===== src/rtl/axi4_mgr_pkg.sv =====
// Shared types and constants for the AXI4 manager command-port arbiter.
package axi4_mgr_pkg;

  typedef enum logic [1:0] {
    ARB_IDLE  = 2'd0,
    ARB_ISSUE = 2'd1,
    ARB_WAIT  = 2'd2,
    ARB_DONE  = 2'd3
  } arb_state_t;

  localparam int MGR_REQ_WR_BIT = 0;
  localparam int MGR_REQ_RD_BIT = 1;

  localparam logic [1:0] RESP_OKAY   = 2'b00;
  localparam logic [1:0] RESP_EXOKAY = 2'b01;
  localparam logic [1:0] RESP_SLVERR = 2'b10;
  localparam logic [1:0] RESP_DECERR = 2'b11;

endpackage


===== src/rtl/rr_arbiter.sv =====
// Combinational round-robin arbiter: first active request at or above ptr, wrapping.
module rr_arbiter #(
  parameter int N = 4,
  localparam int PW = (N > 1) ? $clog2(N) : 1
) (
  input  logic [N-1:0]  req,
  input  logic [PW-1:0] ptr,
  output logic [N-1:0]  grant,
  output logic          valid
);

  localparam logic [PW:0] N_W = (PW+1)'(N);

  logic [PW:0]   sum;
  logic [PW-1:0] idx;

  always_comb begin
    grant = '0;
    valid = 1'b0;
    sum   = '0;
    idx   = '0;
    for (int i = 0; i < N; i++) begin
      sum = {1'b0, ptr} + (PW+1)'(i);
      if (sum >= N_W) sum = sum - N_W;
      idx = sum[PW-1:0];
      if (!valid && req[idx]) begin
        grant[idx] = 1'b1;
        valid      = 1'b1;
      end
    end
  end

endmodule


===== src/rtl/axi4_mgr_arb.sv =====
// Shares one AXI4 manager command port between NUM_REQ requesters, one job at a time.
// state | meaning
// IDLE  | arbitrate, accept one job
// ISSUE | one-cycle mgr_req pulse (skipped for zero-count jobs)
// WAIT  | wait for matching manager done, watchdog running
// DONE  | done_o pulse to owner, advance rr pointer
module axi4_mgr_arb
  import axi4_mgr_pkg::*;
#(
  parameter int NUM_REQ          = 4,
  parameter int AXI_ADDR_WIDTH   = 32,
  parameter int DATA_COUNT_WIDTH = 8,
  parameter int TIMEOUT_CYCLES   = 4096
) (
  input  logic                                 clk_i,
  input  logic                                 rstn_i,
  input  logic [NUM_REQ-1:0]                   req_valid_i,
  output logic [NUM_REQ-1:0]                   req_ready_o,
  input  logic [NUM_REQ-1:0]                   req_we_i,
  input  logic [NUM_REQ*AXI_ADDR_WIDTH-1:0]    req_addr_i,
  input  logic [NUM_REQ*DATA_COUNT_WIDTH-1:0]  req_count_i,
  output logic [NUM_REQ-1:0]                   done_o,
  output logic [1:0]                           rsp_err_o,
  output logic [NUM_REQ-1:0]                   grant_o,
  output logic                                 timeout_o,
  output logic [1:0]                           mgr_req_o,
  output logic [AXI_ADDR_WIDTH-1:0]            mgr_wr_addr_o,
  output logic [AXI_ADDR_WIDTH-1:0]            mgr_rd_addr_o,
  output logic [DATA_COUNT_WIDTH-1:0]          mgr_wr_count_o,
  output logic [DATA_COUNT_WIDTH-1:0]          mgr_rd_count_o,
  input  logic                                 mgr_wr_done_i,
  input  logic                                 mgr_rd_done_i,
  input  logic [1:0]                           mgr_wr_err_i,
  input  logic [1:0]                           mgr_rd_err_i
);

  localparam int AW = AXI_ADDR_WIDTH;
  localparam int CW = DATA_COUNT_WIDTH;
  localparam int PW = $clog2(NUM_REQ);
  localparam int TW = $clog2(TIMEOUT_CYCLES);
  localparam logic [TW-1:0] WDOG_LOAD = TW'(TIMEOUT_CYCLES - 1);

  arb_state_t state_q, state_d;

  logic [NUM_REQ-1:0] arb_grant;
  logic               arb_valid;
  logic [PW-1:0]      arb_idx;
  logic               sel_we;
  logic [AW-1:0]      sel_addr;
  logic [CW-1:0]      sel_cnt;
  logic               accept;
  logic               job_done;

  logic [PW-1:0]      rr_ptr_q;
  logic [PW-1:0]      owner_idx_q;
  logic [NUM_REQ-1:0] grant_q;
  logic               we_q;
  logic               zero_q;
  logic [AW-1:0]      wr_addr_q, rd_addr_q;
  logic [CW-1:0]      wr_cnt_q, rd_cnt_q;
  logic [1:0]         rsp_err_q;
  logic [TW-1:0]      wdog_q;
  logic               timeout_q;

  rr_arbiter #(.N(NUM_REQ)) u_rr_arbiter (
    .req   (req_valid_i),
    .ptr   (rr_ptr_q),
    .grant (arb_grant),
    .valid (arb_valid)
  );

  always_comb begin
    arb_idx  = '0;
    sel_we   = 1'b0;
    sel_addr = '0;
    sel_cnt  = '0;
    for (int i = 0; i < NUM_REQ; i++) begin
      if (arb_grant[i]) begin
        arb_idx  = PW'(i);
        sel_we   = req_we_i[i];
        sel_addr = req_addr_i[i*AW +: AW];
        sel_cnt  = req_count_i[i*CW +: CW];
      end
    end
  end

  always_ff @(posedge clk_i or negedge rstn_i) begin
    if (!rstn_i) state_q <= ARB_IDLE;
    else         state_q <= state_d;
  end

  // Zero-count jobs pass through ISSUE without a pulse, so done_o still lands two cycles after accept.
  always_comb begin
    state_d     = state_q;
    req_ready_o = '0;
    mgr_req_o   = '0;
    done_o      = '0;
    accept      = 1'b0;
    job_done    = we_q ? mgr_wr_done_i : mgr_rd_done_i;
    case (state_q)
      ARB_IDLE: begin
        if (arb_valid && rstn_i) begin
          req_ready_o = arb_grant;
          accept      = 1'b1;
          state_d     = ARB_ISSUE;
        end
      end
      ARB_ISSUE: begin
        if (zero_q) begin
          state_d = ARB_DONE;
        end else begin
          if (we_q) mgr_req_o[MGR_REQ_WR_BIT] = 1'b1;
          else      mgr_req_o[MGR_REQ_RD_BIT] = 1'b1;
          state_d = ARB_WAIT;
        end
      end
      ARB_WAIT: begin
        if (job_done) state_d = ARB_DONE;
      end
      ARB_DONE: begin
        done_o  = grant_q;
        state_d = ARB_IDLE;
      end
      default: state_d = ARB_IDLE;
    endcase
  end

  always_ff @(posedge clk_i or negedge rstn_i) begin
    if (!rstn_i) begin
      rr_ptr_q    <= '0;
      owner_idx_q <= '0;
      grant_q     <= '0;
      we_q        <= 1'b0;
      zero_q      <= 1'b0;
      wr_addr_q   <= '0;
      rd_addr_q   <= '0;
      wr_cnt_q    <= '0;
      rd_cnt_q    <= '0;
      rsp_err_q   <= RESP_OKAY;
      wdog_q      <= '0;
      timeout_q   <= 1'b0;
    end else begin
      if (accept) begin
        grant_q     <= arb_grant;
        owner_idx_q <= arb_idx;
        we_q        <= sel_we;
        zero_q      <= (sel_cnt == '0);
        wr_addr_q   <= sel_we ? sel_addr : '0;
        rd_addr_q   <= sel_we ? '0 : sel_addr;
        wr_cnt_q    <= sel_we ? sel_cnt : '0;
        rd_cnt_q    <= sel_we ? '0 : sel_cnt;
      end
      if (state_q == ARB_ISSUE) begin
        wdog_q <= WDOG_LOAD;
        if (zero_q) rsp_err_q <= RESP_OKAY;
      end
      if (state_q == ARB_WAIT) begin
        if (wdog_q != '0) begin
          wdog_q <= wdog_q - TW'(1);
          if (wdog_q == TW'(1)) timeout_q <= 1'b1;
        end
        if (job_done) rsp_err_q <= we_q ? mgr_wr_err_i : mgr_rd_err_i;
      end
      if (state_q == ARB_DONE) begin
        grant_q   <= '0;
        wr_addr_q <= '0;
        rd_addr_q <= '0;
        wr_cnt_q  <= '0;
        rd_cnt_q  <= '0;
        rr_ptr_q  <= (owner_idx_q == PW'(NUM_REQ - 1)) ? '0 : owner_idx_q + PW'(1);
      end
    end
  end

  assign grant_o        = grant_q;
  assign rsp_err_o      = rsp_err_q;
  assign timeout_o      = timeout_q;
  assign mgr_wr_addr_o  = wr_addr_q;
  assign mgr_rd_addr_o  = rd_addr_q;
  assign mgr_wr_count_o = wr_cnt_q;
  assign mgr_rd_count_o = rd_cnt_q;

endmodule

===== config.mk =====
export PLATFORM = sky130hd
export DESIGN_NAME = axi4_mgr_arb
export DESIGN_NICKNAME = d
export VERILOG_FILES = /design/src/rtl/axi4_mgr_pkg.sv /design/src/rtl/rr_arbiter.sv /design/src/rtl/axi4_mgr_arb.sv
export SDC_FILE = /design/constraint.sdc
export NUM_CORES = 1
export LEC_CHECK = 0
export BUFFER_PORTS_ARGS = -buffer_cell sky130_fd_sc_hd__buf_4
export CORE_MARGIN = 2
export CORE_UTILIZATION = 51
export DETAILED_ROUTE_END_ITERATION = 8
export PLACE_DENSITY = 0.86
export SLEW_MARGIN = 40
export SYNTH_ARGS = -nofsm -noshare
export SYNTH_HDL_FRONTEND = slang
export SYNTH_SLANG_ARGS = --single-unit
export TNS_END_PERCENT = 20

===== constraint.sdc =====
create_clock -name clk_i -period 11.6 [get_ports clk_i]
set_input_delay 2.32 -clock clk_i [delete_from_list [all_inputs] [get_ports clk_i]]
set_output_delay 2.32 -clock clk_i [all_outputs]
set_load 0.1 [all_outputs]

==> flow_metrics.py, run 1 <==
metrics = {
    "route": {
        "first_pass_iters": 6,
        "vias_per_cell": 5.94,
        "drt-wirelength-per-cell_microns": 18.1,
        "ant_nets": 0,
        "dr_total_vias": 6285,
        "drcViolationCount": 0,
        "drtIter0Drc": 372,
        "wirelength_microns": 19100,
    },
    "synth": {
        "syn_area_sq_mm": 0.00596,
        "dominantRegCellSynth": "dfrtp_1",
        "yosys-top-cells-area": "dfrtp_1, nand2_1, o21ai_0, a221oi_1, o31a_1",
        "yosysMostFrequentCell": "nand2_1",
        "syn_nets": 861,
        "ys_seq_area_frac": 0.450,
        "synth_edf_count": 0,
        "netlist_top_cells_count": "nand2_1, dfrtp_1, o21ai_0",
        "async_reset_ff_frac": 1.00,
        "ys_seq_elements": 107,
        "synth_top_area_share": 0.450,
        "ys_warn_count": 0,
        "synth_area_leader_cell": "dfrtp_1",
        "synthCells": 670,
        "synth.avg_cell_area_sq_um": 8.89,
        "synth_cell_types": 55,
    },
    "worst_setup_path": {
        "arrival_ns": 4.62,
        "r2r_slack_ns": 6.98,
        "cp-end-kind": "output pin",
        "critPathMaxFanout": 11,
        "critPathRequiredTime_ns": 9.28,
        "start_kind": "primary input",
        "critPathKind": "in2out",
    },
    "timing": {
        "max_clock_freq_mhz": 144,
        "setup_viol": 0,
        "worst_pin_slew_ns": 0.836,
        "clock-skew-final_ns": 0.00826,
        "hold_viol_final": 0,
        "fin_tns_setup_ns": 0,
        "min_period_ns": 6.94,
        "max-slew-margin-rel": 0.443,
        "post-route-period-util": 0.598,
        "final_max_slew_viol_count": 0,
        "rsz0062_at_grt": "false",
    },
    "clock_network": {
        "clk_latency_ns": 0.34,
        "cts_resized": 0,
        "clk_pin_slew_ns": 0.07,
        "tritoncts": "yes",
        "htreeDepth": 3,
        "cts_buffers": 9,
        "cts_setup_buffers": 0,
        "ctsHoldBuffers": 0,
        "root_buffer": "clkbuf_16",
        "clockBufferDepth": 2,
        "cts_sinks": 107,
    },
    "final_layout": {
        "final_net_count": 1101,
        "num_antenna_cells": 0,
        "area_growth_pct": 40.4,
        "drive_above_1_share": 0.344,
    },
    "die": {
        "die_h_microns": 112,
        "rows": 39,
        "dieArea_sq_mm": 0.0126,
        "boundaryPins": 273,
        "die_w_microns": 112,
        "start_util": 0.522,
        "coreArea_sq_mm": 0.0114,
    },
    "global_routing": {
        "grt_antenna_before_repair": 0,
        "track_usage": 0.300,
        "grt_max_degree": 86,
        "overflow": 0,
        "grt_pass1_vias": 6134,
        "grt_first_pass_wirelength_microns": 30400,
    },
    "place": {
        "hpwl_microns": 14100,
        "gp_congestion": 1.01,
        "port_buffers": 272,
    },
    "outcome": {
        "status": "finished, final reports clean",
    },
    "run": {
        "cap_violations": 0,
    },
    "worst_hold_path": {
        "hold_path_class": "reg2reg",
    },
}
area by class of cell:
class / count / area (sq um)
Clock buffer: 9 / 225
Clock inverter: 7 / 83.8
Fill cell: 859 / 3060
Inverter: 14 / 52.6
Multi-Input combinational cell: 500 / 3050
Sequential cell: 107 / 2680
Tap cell: 143 / 179
Timing Repair Buffer: 278 / 2090
logic make-up (layout without fill, tap and decap cells):
logic type / after synthesis / in the layout / synth area share
compound gates: 232 / 232 / 0.271
fa+ha+maj: 15 / 15 / 0.0315
buf+inv: 63 / 308 / 0.0433
flops: 107 / 107 / 0.450
mux: 16 / 16 / 0.0347
simple gates: 237 / 237 / 0.170
through the flow:
step | util | setup slack [ns] | instance area [sq um] | hold WS, ns | instances
finish | 0.732 | 4.66 | 8360 | 0.474 | 1058
global route | 0.732 | 4.47 | 8360 | 0.505 | 1058
CTS | 0.732 | 4.71 | 8350 | 0.476 | 1058
detailed placement | 0.704 | 4.75 | 8040 | 0.467 | 1042
global placement | 0.704 | 4.79 | 8040 | 0.461 | 1042
floorplan | - | 3.58 | 5960 | 0.443 | 670
cell usage in the layout, fill, tap and decap left out, drive strengths merged, types with 3 or more instances in the layout:
cell and n:
a221oi 37, buf 278, and3 5, a21oi 18, o31ai 4, clkbuf 9
nor2 58, o21ai 94, nor3 6, a22o 10, nand2 131, o2bb2ai 4
o41ai 3, mux4 3, inv 17, or2 4, a211oi 5, o31a 32
nand2b 4, a2111oi 3, mux2 4, ha 15, or3 4, dfrtp 107
nor2b 4, mux2i 9, a211o 3, and2 6, nand3 6
path summary, 6_finish.rpt:
kind,startpoint,to,cells past startpoint
worst max-delay path,req_valid_i[0],req_ready_o[0],7
worst min-delay path,wdog_q[6]$_DFF_PN0_,wdog_q[6]$_DFF_PN0_,1
worst max register to register,rr_ptr_q[0]$_DFFE_PN0P_,mgr_rd_addr_o[2]$_DFFE_PN0P_,11
worst min register to register,wdog_q[6]$_DFF_PN0_,wdog_q[6]$_DFF_PN0_,1
max in group asynchronous,rstn_i,grant_o[3]$_DFFE_PN0P_,2
min in group asynchronous,rstn_i,rsp_err_o[1]$_DFF_PN0_,1
critical path, cell delays in order:
cell and delay (ns):
buf_4 0.14, or3b_1 0.34, a2111oi_0 0.53, or2_2 0.28, o2bb2ai_1 0.41, nor2b_1 0.27
buf_4 0.32
sequential cells by signal (all words and copies together) (netlist names):
register and flops:
state_q 2, rsp_err_o 2, owner_idx_q 2, timeout_o 1
mgr_rd_addr_o 32, mgr_wr_count_o 8, rr_ptr_q 2, we_q 1
mgr_wr_addr_o 32, mgr_rd_count_o 8, zero_q 1, wdog_q 12
grant_o 4
per-layer routing:
layer  vias to the layer above  part of all wire  wire [microns]  global-route usage
li1                       2906                 -               -                   -
met1                      3015              0.37            7140               0.363
met2                       322              0.52            9940               0.543
met3                        42             0.081            1560              0.0556
met4                         0             0.026             497              0.0992
met5                         -                 0               0                   0
Power of run 1 is not shown: default switching activity piles up to over one toggle a cycle in this logic, so the estimate is an artifact.
==> run 2, diff against run 1 <==
Settings changed: ABC_AREA from default to 1, CORE_UTILIZATION 51 to 48, PLACE_DENSITY 0.86 to 0.81.
Clock period 11.6 ns to 6.4 ns, I/O delays scaled along.
==> run 2 against run 1 <==
Core utilization is 5.0 points lower. Global-route usage down 0.34 points. Synthesized cell count grew 29%. Sequential share of layout area decreased by 1.1 points. Synthesized area grew 4.7%. Die area rose by 11%. Clock skew about the same.
==> flow_metrics.py, run 2 <==
metrics = {
    "synth": {
        "dominantRegCellSynth": "dfrtp_1",
        "synthCells": 866,
        "yosysMostFrequentCell": "nand2_1",
        "netlist_top_cells_count": "nand2_1, nand3_1, dfrtp_1",
        "ys_seq_area_frac": 0.429,
        "synth_edf_count": 0,
        "synth.avg_cell_area_sq_um": 7.20,
        "synth_area_leader_cell": "dfrtp_1",
        "ys_seq_elements": 107,
        "yosys-top-cells-area": "dfrtp_1, nand2_1, nand3_1, a21oi_1, o21ai_0",
        "syn_area_sq_mm": 0.00624,
        "synth_top_area_share": 0.429,
        "async_reset_ff_frac": 1.00,
        "ys_warn_count": 0,
        "syn_nets": 1057,
        "synth_cell_types": 37,
    },
    "global_routing": {
        "track_usage": 0.297,
        "grt_first_pass_wirelength_microns": 33300,
        "grt_antenna_before_repair": 0,
        "grt_max_degree": 71,
        "grt_pass1_vias": 6490,
        "overflow": 0,
    },
    "timing": {
        "fin_tns_setup_ns": 0,
        "rsz0062_at_grt": "false",
        "post-route-period-util": 0.767,
        "worst_pin_slew_ns": 0.780,
        "hold_viol_final": 0,
        "final_max_slew_viol_count": 0,
        "min_period_ns": 4.91,
        "max-slew-margin-rel": 0.479,
        "clock-skew-final_ns": 0.00875,
        "max_clock_freq_mhz": 204,
        "setup_viol": 0,
    },
    "die": {
        "die_w_microns": 118,
        "dieArea_sq_mm": 0.0139,
        "die_h_microns": 118,
        "start_util": 0.492,
        "coreArea_sq_mm": 0.0127,
        "boundaryPins": 273,
        "rows": 41,
    },
    "route": {
        "drcViolationCount": 0,
        "vias_per_cell": 5.46,
        "drtIter0Drc": 587,
        "dr_total_vias": 6999,
        "drt-wirelength-per-cell_microns": 16.5,
        "ant_nets": 0,
        "first_pass_iters": 5,
        "wirelength_microns": 21100,
    },
    "final_layout": {
        "nFillCells": 1104,
        "final_net_count": 1296,
        "drive_above_1_share": 0.285,
        "area_growth_pct": 38.7,
        "num_antenna_cells": 0,
        "layout_common_cells": "buf_4, nand2_1, nand3_1, dfrtp_1, a21oi_1",
        "mostFrequentLayoutCell": "buf_4",
    },
    "worst_setup_path": {
        "critPathMaxFanout": 42,
        "path_cells": "inv_2, ha_1, inv_1, nand3_1, nand2_1, nand2_2, nor2_4, nand3_1, nand2_2, buf_4, inv_2, nor2_1, buf_4",
        "cpMaxStageDelayCell": "dfrtp_1",
        "critPathRequiredTime_ns": 5.12,
        "arrival_ns": 3.63,
        "cp-end-kind": "output pin",
        "start_kind": "flop",
        "critPathKind": "reg2out",
        "critPathTopFamily": "buffers and inverters",
        "slowest_delay_ns": 0.58,
        "worst-path-buf-inv": 5,
    },
    "clock_network": {
        "clockBufferDepth": 2,
        "clk_pin_slew_ns": 0.07,
        "ctsHoldBuffers": 0,
        "cts_buffers": 9,
        "clk_latency_ns": 0.33,
        "cts_resized": 0,
        "htreeDepth": 3,
        "tritoncts": "yes",
        "cts_setup_buffers": 0,
        "cts_sinks": 107,
        "root_buffer": "clkbuf_16",
    },
    "run": {
        "cap_violations": 0,
    },
    "place": {
        "port_buffers": 272,
        "gp_congestion": 0.959,
        "hpwl_microns": 14900,
    },
    "worst_hold_path": {
        "hold_path_class": "reg2reg",
    },
    "outcome": {
        "status": "finished, final reports clean",
    },
}
-- run 2: cell type report --
| cell class | instances | area, sq um | share of cell area |
|---|---|---|---|
| sequential | 107 | 2680 | 0.309 |
| clock buffer | 9 | 225 | 0.0260 |
| tap | 172 | 215 | 0.0249 |
| timing repair buffer | 279 | 2120 | 0.245 |
| clock inverter | 6 | 75.1 | 0.00868 |
| inverter | 44 | 168 | 0.0194 |
| multi-input combinational | 664 | 3170 | 0.367 |
-- run 2: kinds of logic after synthesis --
kind of cell             share of synthesized area
AO/OA/AOI/OAI                                0.149
adder cells (fa/ha/maj)                     0.0301
buffers and inverters                       0.0644
flip-flops                                   0.429
multiplexers                               0.00321
AND/OR/NAND/NOR                              0.324
-- run 2: metal layers --
| metal | track usage | vias to the layer above | share of wire |
|---|---|---|---|
| met2 | 0.476 | 359 | 0.47 |
| met1 | 0.391 | 3252 | 0.41 |
| met4 | 0.104 | 0 | 0.027 |
| li1 | - | 3347 | - |
| met3 | 0.0751 | 41 | 0.088 |
| met5 | 0 | - | 0 |
-- run 2: worst paths after layout --
| kind | startpoint | endpoint | slack [ns] | cells after the start |
|---|---|---|---|---|
| hold reg to reg | timeout_o$_DFFE_PN0P_ | timeout_o$_DFFE_PN0P_ | 0.48 | 1 |
| hold / removal | timeout_o$_DFFE_PN0P_ | timeout_o$_DFFE_PN0P_ | 0.48 | 1 |
| min in group asynchronous | rstn_i | wdog_q[0]$_DFF_PN0_ | 0.91 | 1 |
| setup reg to reg | rr_ptr_q[0]$_DFFE_PN0P_ | mgr_rd_count_o[2]$_DFFE_PN0P_ | 2.29 | 17 |
| max in group asynchronous | rstn_i | mgr_rd_addr_o[14]$_DFFE_PN0P_ | 4.47 | 2 |
| setup / recovery | rr_ptr_q[0]$_DFFE_PN0P_ | req_ready_o[1] | 1.49 | 13 |
-- run 2: through the flow --
step                hold WS [ns]   util  worst slack (ns)  instances  area (sq um)
global placement           0.463  0.656              1.60       1265          8310
CTS                        0.487  0.680              1.53       1280          8610
floorplan                  0.452      -              1.58        866          6240
finish                     0.483  0.683              1.49       1281          8650
detailed placement         0.462  0.656              1.55       1265          8310
global route               0.495  0.683              1.21       1281          8650
Power of run 2 is left out for the same reason.
==> run 3, diff against run 2 <==
Settings changed: ABC_AREA 1 to 0, CORE_UTILIZATION 48 to 43, PLACE_DENSITY 0.81 to 0.77.
Clock period 6.4 ns to 4.23 ns, I/O delays scaled along.
==> run 3 against run 2 <==
Core utilization shrank 5.9 points. Global-route usage fell by 2.7 points. Register-to-register slack got worse by 1.8 ns. Flip-flop and latch count is the same. Critical path depth shrank 5. Final area decreased by 1.1%. Worst setup slack got worse by 1.2 ns. Routed wire length fell by 3.2%. Worst hold slack about the same. First-iteration DRC count is 25% lower. Clock skew is 0.0043 ns lower.
==> flow_metrics.py, run 3 (synthesis results as in run 1) <==
metrics = {
    "die": {
        "coreArea_sq_mm": 0.0137,
        "start_util": 0.434,
        "rows": 43,
        "die_w_microns": 122,
        "die_h_microns": 122,
        "boundaryPins": 273,
        "dieArea_sq_mm": 0.0148,
    },
    "worst_setup_path": {
        "r2r_cells": 11,
        "cp-end-kind": "output pin",
        "critPathKind": "reg2out",
        "start_kind": "flop",
        "critPathMaxFanout": 12,
        "critPathRequiredTime_ns": 3.38,
        "arrival_ns": 3.05,
    },
    "timing": {
        "max-slew-margin-rel": 0.372,
        "max_clock_freq_mhz": 257,
        "rsz0062_at_grt": "false",
        "hold_viol_final": 0,
        "min_period_ns": 3.90,
        "post-route-period-util": 0.921,
        "hold_ws_ns": 0.482,
        "worst_pin_slew_ns": 0.918,
        "fin_tns_setup_ns": 0,
        "clock-skew-final_ns": 0.00441,
        "setup_viol": 0,
        "final_max_slew_viol_count": 0,
    },
    "worst_hold_path": {
        "min_path_cells": 2,
        "hold_path_class": "reg2reg",
    },
    "global_routing": {
        "overflow": 0,
        "globalRouteMet3Util": 0.0660,
        "grt_pass1_vias": 5881,
        "grt-busiest-layer": "met2",
        "grt_first_pass_wirelength_microns": 31000,
        "grt_max_degree": 67,
        "track_usage": 0.269,
        "grt_antenna_before_repair": 1,
        "gr-usage-met1": 0.346,
        "use_met2": 0.441,
    },
    "final_layout": {
        "area_growth_pct": 43.7,
        "drive_above_1_share": 0.356,
        "layout_common_cells": "buf_4, nand2_1, dfrtp_1, o21ai_0, nor2_1",
        "final_core_util": 0.624,
        "fin_area_sq_mm": 0.00856,
        "mostFrequentLayoutCell": "buf_4",
        "nFillCells": 1226,
        "final_net_count": 1117,
        "multi_input_area_sq_mm": 0.00305,
        "seqCellArea_sq_mm": 0.00268,
    },
    "clock_network": {
        "clk_latency_ns": 0.35,
        "clockBufferDepth": 2,
        "tritoncts": "yes",
        "clk_pin_slew_ns": 0.07,
        "htreeDepth": 3,
        "cts_sinks": 107,
        "root_buffer": "clkbuf_16",
        "ctsHoldBuffers": 0,
        "cts_setup_buffers": 0,
        "cts_buffers": 9,
    },
    "route": {
        "ant_nets": 0,
        "dr_total_vias": 6194,
        "wirelength_microns": 20400,
        "drcViolationCount": 0,
        "drt-wirelength-per-cell_microns": 18.4,
        "drtIter0Drc": 442,
        "first_pass_iters": 6,
        "vias_per_cell": 5.57,
    },
    "place": {
        "hpwl_microns": 15500,
        "gp_congestion": 0.945,
        "post_dp_cell_area_sq_mm": 0.00824,
        "port_buffers": 272,
    },
    "outcome": {
        "status": "finished, final reports clean",
    },
    "run": {
        "cap_violations": 0,
    },
}
==> run 3: metal layers <==
layer / part of all wire / wire (microns) / vias up
li1: - / - / 2946
met5: 0 / 0 / -
met2: 0.48 / 9780 / 251
met3: 0.070 / 1430 / 37
met4: 0.031 / 639 / 0
met1: 0.42 / 8560 / 2960
==> run 3: layout make-up <==
class	count	share of cell area
multi-input combinational	500	0.357
sequential	107	0.313
timing repair buffer	294	0.261
clock buffer	12	0.0300
tap	180	0.0263
clock inverter	4	0.00658
inverter	14	0.00614
antenna	1	0.000292
==> run 3: stage by stage <==
stage          cells  setup WS (ns)
2_1_floorplan    670         -0.197
3_3_place_gp    1095          0.395
3_5_place_dp    1095          0.283
4_1_cts         1111          0.135
5_1_grt         1112          0.119
6_report        1112          0.334
==> run 3: path summary, 6_finish.rpt <==
check                                                   start                            end  slack [ns]
max in group asynchronous                              rstn_i   mgr_rd_addr_o[9]$_DFFE_PN0P_        2.56
worst min register to register  mgr_wr_count_o[2]$_DFFE_PN0P_  mgr_wr_count_o[2]$_DFFE_PN0P_        0.48
min in group asynchronous                              rstn_i  mgr_wr_count_o[7]$_DFFE_PN0P_        0.67
worst max-delay path                  rr_ptr_q[1]$_DFFE_PN0P_                 req_ready_o[0]        0.33
worst max register to register        rr_ptr_q[1]$_DFFE_PN0P_             zero_q$_DFFE_PN0P_        0.54
worst min-delay path            mgr_wr_count_o[2]$_DFFE_PN0P_  mgr_wr_count_o[2]$_DFFE_PN0P_        0.48
==> run 3: what timing repair did <==
action | CTS | global route
setup endpoints to repair | 0 | 2
resized for setup | 0 | 2
endpoints found under the hold margin | 0 | 0
==> run 3: critical path, stage by stage (launching register included) <==
cell and delay [ns]:
dfrtp_2 0.50, inv_1 0.12, ha_1 0.40, inv_1 0.11
a2111oi_1 0.46, or2_2 0.25, o2bb2ai_1 0.30, nor2b_1 0.24
buf_4 0.31
Power of run 3 is left out for the same reason.
